[src/rtl/mux4_rr_arbiter_if.sv]
// Bundle of the four requester channels and the shared downstream channel
// of the 4:1 round-robin packet arbiter.
interface mux4_rr_arbiter_if #(
    parameter int W = 8
);
    logic [3:0]     in_valid;
    logic [3:0]     in_last;
    logic [4*W-1:0] in_data;
    logic [3:0]     in_ready;
    logic           out_valid;
    logic [W-1:0]   out_data;
    logic           out_last;
    logic           out_ready;
    logic [1:0]     sel;
    logic           busy;

    modport master (
        output in_valid, in_last, in_data, out_ready,
        input  in_ready, out_valid, out_data, out_last, sel, busy
    );

    modport slave (
        input  in_valid, in_last, in_data, out_ready,
        output in_ready, out_valid, out_data, out_last, sel, busy
    );
endinterface

[src/rtl/mux4_rr_arbiter.sv]
// 4:1 round-robin packet arbiter: holds a grant until end-of-packet or a beat
// limit, then leaves one idle cycle before the next arbitration.
module mux4_rr_arbiter #(
    parameter int W         = 8,
    parameter int MAX_BEATS = 16
) (
    input  logic              clk,
    input  logic              rst_n,
    mux4_rr_arbiter_if.slave  bus
);
    typedef enum logic [0:0] {
        IDLE  = 1'b0,
        GRANT = 1'b1
    } state_t;

    localparam logic [7:0] BEAT_LIMIT = 8'(MAX_BEATS);

    state_t     state_r, state_s;
    logic [1:0] sel_r, sel_s;
    logic [1:0] ptr_r, ptr_s;
    logic [7:0] cnt_r, cnt_s;
    logic [7:0] cnt_inc_s;
    logic       beat_s;

    // First valid requester scanning ptr, ptr+1, ... with 2-bit wrap.
    function automatic logic [1:0] pick_first(input logic [3:0] valid,
                                              input logic [1:0] ptr);
        logic [1:0] idx;
        logic [1:0] pick;
        pick = ptr;
        for (int k = 3; k >= 0; k--) begin
            idx = ptr + 2'(k);
            if (valid[idx]) begin
                pick = idx;
            end else begin
                pick = pick;
            end
        end
        return pick;
    endfunction

    // State, select, round-robin pointer and beat counter registers.
    always_ff @(posedge clk or negedge rst_n) begin
        if (!rst_n) begin
            state_r <= IDLE;
            sel_r   <= 2'd0;
            ptr_r   <= 2'd0;
            cnt_r   <= 8'd0;
        end else begin
            state_r <= state_s;
            sel_r   <= sel_s;
            ptr_r   <= ptr_s;
            cnt_r   <= cnt_s;
        end
    end

    assign cnt_inc_s = cnt_r + 8'd1;
    assign beat_s    = (state_r == GRANT) && bus.in_valid[sel_r] && bus.out_ready;
    assign bus.sel   = sel_r;

    // Next-state logic and the combinational datapath seen while granted.
    always_comb begin
        state_s       = state_r;
        sel_s         = sel_r;
        ptr_s         = ptr_r;
        cnt_s         = cnt_r;
        bus.in_ready  = 4'b0000;
        bus.out_valid = 1'b0;
        bus.out_last  = 1'b0;
        bus.out_data  = {W{1'b0}};
        bus.busy      = 1'b0;
        case (state_r)
            IDLE: begin
                if (|bus.in_valid) begin
                    sel_s   = pick_first(bus.in_valid, ptr_r);
                    state_s = GRANT;
                    cnt_s   = 8'd0;
                end else begin
                    state_s = IDLE;
                end
            end
            GRANT: begin
                bus.busy      = 1'b1;
                bus.out_valid = bus.in_valid[sel_r];
                bus.out_last  = bus.in_last[sel_r];
                bus.out_data  = bus.in_data[int'(sel_r)*W +: W];
                bus.in_ready  = (4'b0001 << sel_r) & {4{bus.out_ready}};
                // A beat carrying in_last and reaching the limit releases once.
                if (beat_s && (bus.in_last[sel_r] || (cnt_inc_s == BEAT_LIMIT))) begin
                    state_s = IDLE;
                    ptr_s   = sel_r + 2'd1;
                    cnt_s   = 8'd0;
                end else if (beat_s) begin
                    cnt_s   = cnt_inc_s;
                end else begin
                    cnt_s   = cnt_r;
                end
            end
            default: begin
                state_s = IDLE;
            end
        endcase
    end
endmodule

[src/flat_wrapper.sv]
// flat-port wrapper written by rule: the top's interface ports become plain ports
module mux4_rr_arbiter_flat 
#(
    parameter int W         = 8,
    parameter int MAX_BEATS = 16
)
  (clk, rst_n, bus_in_valid, bus_in_last, bus_in_data, bus_out_ready, bus_in_ready, bus_out_valid, bus_out_data, bus_out_last, bus_sel, bus_busy);
  mux4_rr_arbiter_if #(.W(W)) bus_i ();
  input  logic clk;
  input  logic rst_n;
  input wire logic [$bits(bus_i.in_valid)-1:0] bus_in_valid;
  input wire logic [$bits(bus_i.in_last)-1:0] bus_in_last;
  input wire logic [$bits(bus_i.in_data)-1:0] bus_in_data;
  input wire logic [$bits(bus_i.out_ready)-1:0] bus_out_ready;
  output wire logic [$bits(bus_i.in_ready)-1:0] bus_in_ready;
  output wire logic [$bits(bus_i.out_valid)-1:0] bus_out_valid;
  output wire logic [$bits(bus_i.out_data)-1:0] bus_out_data;
  output wire logic [$bits(bus_i.out_last)-1:0] bus_out_last;
  output wire logic [$bits(bus_i.sel)-1:0] bus_sel;
  output wire logic [$bits(bus_i.busy)-1:0] bus_busy;
  assign bus_i.in_valid = bus_in_valid;
  assign bus_i.in_last = bus_in_last;
  assign bus_i.in_data = bus_in_data;
  assign bus_i.out_ready = bus_out_ready;
  assign bus_in_ready = bus_i.in_ready;
  assign bus_out_valid = bus_i.out_valid;
  assign bus_out_data = bus_i.out_data;
  assign bus_out_last = bus_i.out_last;
  assign bus_sel = bus_i.sel;
  assign bus_busy = bus_i.busy;
  mux4_rr_arbiter #(.W(W), .MAX_BEATS(MAX_BEATS)) u_core (.clk(clk), .rst_n(rst_n), .bus(bus_i));
endmodule
[config.mk]
export PLATFORM = sky130hd
export DESIGN_NAME = mux4_rr_arbiter_flat
export DESIGN_NICKNAME = d
export VERILOG_FILES = /design/src/rtl/mux4_rr_arbiter_if.sv /design/src/rtl/mux4_rr_arbiter.sv /design/src/flat_wrapper.sv
export SDC_FILE = /design/constraint.sdc
export NUM_CORES = 1
export LEC_CHECK = 0
export CAP_MARGIN = 20
export CORE_UTILIZATION = 36
export DETAILED_ROUTE_END_ITERATION = 10
export GPL_TIMING_DRIVEN = 0
export PLACE_DENSITY = 0.77
export SYNTH_ARGS = -nofsm -noshare
export SYNTH_HDL_FRONTEND = slang
export SYNTH_SLANG_ARGS = --single-unit
[constraint.sdc]
create_clock -name clk -period 2.1 [get_ports clk]
set_clock_uncertainty 0.2 [all_clocks]
set_input_delay 0.63 -clock clk [delete_from_list [all_inputs] [get_ports clk]]
set_output_delay 0.63 -clock clk [all_outputs]
set_load 0.005 [all_outputs]
==> metrics.yaml <==
outcome: "finished with violations"
violations: "negative setup slack"
cts.htree.levels: 1
slew_headroom_pct: 58.87
r2r_end: "u_core.cnt_r[7]$_DFFE_PN0P_"
cap_violations: 0
final_layout_size_suffix_gt1_share_pct: 41.58
reg2reg_depth: 9
max_freq_mhz: 393.9
r2r_start: "u_core.bus.sel[0]$_DFFE_PN0P_"
fin_ws_ns: -0.4385
clk_latency_ns: 0.28
synth_area_leaders: "dfrtp_1 (28%), mux4_2 (18%), and2_1 (5.5%)"
syn_to_final_growth_pct: 77.40
initial_core_util_pct: 37.85
coreArea_um2: 3028
final_hold_viol_count: 0
die_height_um: 58.43
tritoncts: "done"
syn_avg_cell_area_um2: 10.05
arrival_ns: 1.71
vias_per_cell: 5.453
ioPinCount: 60
synth_area_um2: 1146
r2r_slack_ns: -0.27
grt.overflow.total: 0
grt_pass1_vias: 1214
holdPathStages: 1
nNetsFinal: 239
slew_violations: 0
cp-start-kind: "flop"
drc_errors: 0
p_leak_nw: 0.9173
die_area_um2: 3413
tightest_slew_ns: 0.6150
antennaDiodeCount: 0
root_buffer: "clkbuf_4"
synthesis.nets: 162
num_vias: 1276
numPortBuffers: 59
drt_iter0_drc: 24
wl_mm: 3.964
synth_common_cells: "dfrtp_1 (13), nand2_1 (11), and2_1 (10), mux4_2 (9), o21ai_0 (9)"
p_total_w: 0.002403
hpwlAfterDp_mm: 2.555
min_from: "u_core.cnt_r[0]$_DFFE_PN0P_"
grt_max_degree: 14
die_w_um: 58.43
cp_max_fo: 5
grtUsageTotal_pct: 21.41
hold_class: "flop to flop"
yosysMostFrequentCell: "dfrtp_1"
place_congestion: 0.8632
rsz0062_at_grt: "yes"
period_needed_ns: 2.539
ys_ff_latch: 13
final_util_pct: 67.15
synth.distinct_cells: 38
synth_warnings: 0
cts_buffers: 3
cts_max_path_buffers: 2
fin_setup_tns_ns: -5.809
cp.required_ns: 1.27
grt_pass1_wl_mm: 5.609
synth_top_cell_area_share_pct: 28.38
synth-edff-count: 0
wl_per_cell_um: 16.94
n_fill_cell: 231
rows: 20
critical_path_class: "flop to output port"
p_per_area_nw_per_um2: 1182
ir_worst_vdd_v: 0.0006895
dp_slack_ns: -1.057
min_period_over_period_pct: 120.9
finalSetupViolCount: 24
ys_seq_area_share_pct: 28.38
hold_path_end: "u_core.cnt_r[0]$_DFFE_PN0P_"
numClockSinks: 13
cp-end-kind: "output port"
yosys.area.top_type: "dfrtp_1"
antenna_found_initial: 0
clk_pin_slew_worst_paths_ns: 0.07
synthCells: 114
drtPass1Iterations: 4
synth-async-reset-ratio_pct: 100.0
synth_flop_cell: "dfrtp_1"
cts_hold_buffers: 0
ant_nets: 0
what timing repair did:
item	4_1_cts	5_1_grt
pin swaps	2	0
setup endpoints to repair	27	24
gates cloned	1	0
gates resized for setup	123	40
setup buffers	8	4
worst max-delay path by stage:
stage                                              from         endpoint  slack [ns]  depth (start not counted)
final                     u_core.bus.sel[0]$_DFFE_PN0P_  bus_out_data[6]       -0.44                          5
after detailed placement                bus_in_valid[3]    bus_out_valid       -1.06                          4
after global routing      u_core.bus.sel[0]$_DFFE_PN0P_  bus_out_data[6]       -0.47                          5
after CTS                 u_core.bus.sel[0]$_DFFE_PN0P_  bus_out_data[1]       -0.40                          5
after floorplan           u_core.bus.sel[0]$_DFFE_PN0P_    bus_out_valid       -0.04                          3
after global placement                  bus_in_valid[3]    bus_out_valid       -1.04                          4
metrics by stage:
step           instances  hold slack, ns  instance area [µm²]
2_1_floorplan        114          0.1344                 1145
4_1_cts              230          0.3624                 1882
3_5_place_dp         217          0.3368                 1790
6_report             234          0.3585                 2033
5_1_grt              234          0.3895                 2033
3_3_place_gp         217          0.3269                 1790
critical path: stages, from the launching register on:
cell	delay (ns)
dfrtp_2	0.39
buf_12	0.12
buf_6	0.11
mux4_2	0.52
and2_4	0.17
buf_2	0.12
final cells by class:
class | count | area (µm²) | area share [%]
multi-input combinational | 95 | 925.9 | 45.54
timing repair buffer | 72 | 640.6 | 31.51
sequential | 13 | 327.8 | 16.12
tap | 44 | 55.05 | 2.708
buffer | 4 | 45.04 | 2.215
clock buffer | 4 | 26.28 | 1.292
inverter | 2 | 12.51 | 0.6154
logic make-up after synthesis:
group	share of synthesized area, %
AOI/OAI and AO/OA	16.05
adders and majority gates	5.459
buffers and inverters	2.728
DFF	28.38
muxes	21.94
and+or+nand+nor	25.44
per-layer routing:
metal / global-route usage, % / up-vias / share of wire, %
li1: - / 587 / -
met1: 23.68 / 612 / 36
met5: 0 / - / 0
met3: 4.176 / 14 / 8.9
met4: 6.122 / 0 / 2.8
met2: 41.22 / 63 / 52
layout by cell type, fill, tap and decap left out, drive strengths merged, types with 2 or more instances in the layout:
master,count
and2,10
dlygate4sd2,39
a21oi,4
nor4,3
clkdlybuf4s50,2
nor2,5
buf,31
mux4,10
nand2,11
and3,7
mux2,2
clkbuf,6
nand3,3
nor2b,3
a211o,2
o31ai,2
o2bb2ai,2
ha,5
o21ai,12
dfrtp,13
nand2b,5
inv,2
registers in the layout, indices dropped and copies added (netlist names):
register and count:
u_core.bus.sel 2, u_core.cnt_r 8, u_core.ptr_r 2, u_core.state_r 1
power by group:
part / switching [W] / leakage (nW) / internal, W
combinational: 0.000732 / 0.741 / 0.00106
clock: 0.0000817 / 0.0150 / 0.0000736
sequential: 0.000121 / 0.161 / 0.000338
total: 0.000935 / 0.917 / 0.00147
Note: power is estimated with default switching activity, not from simulation.
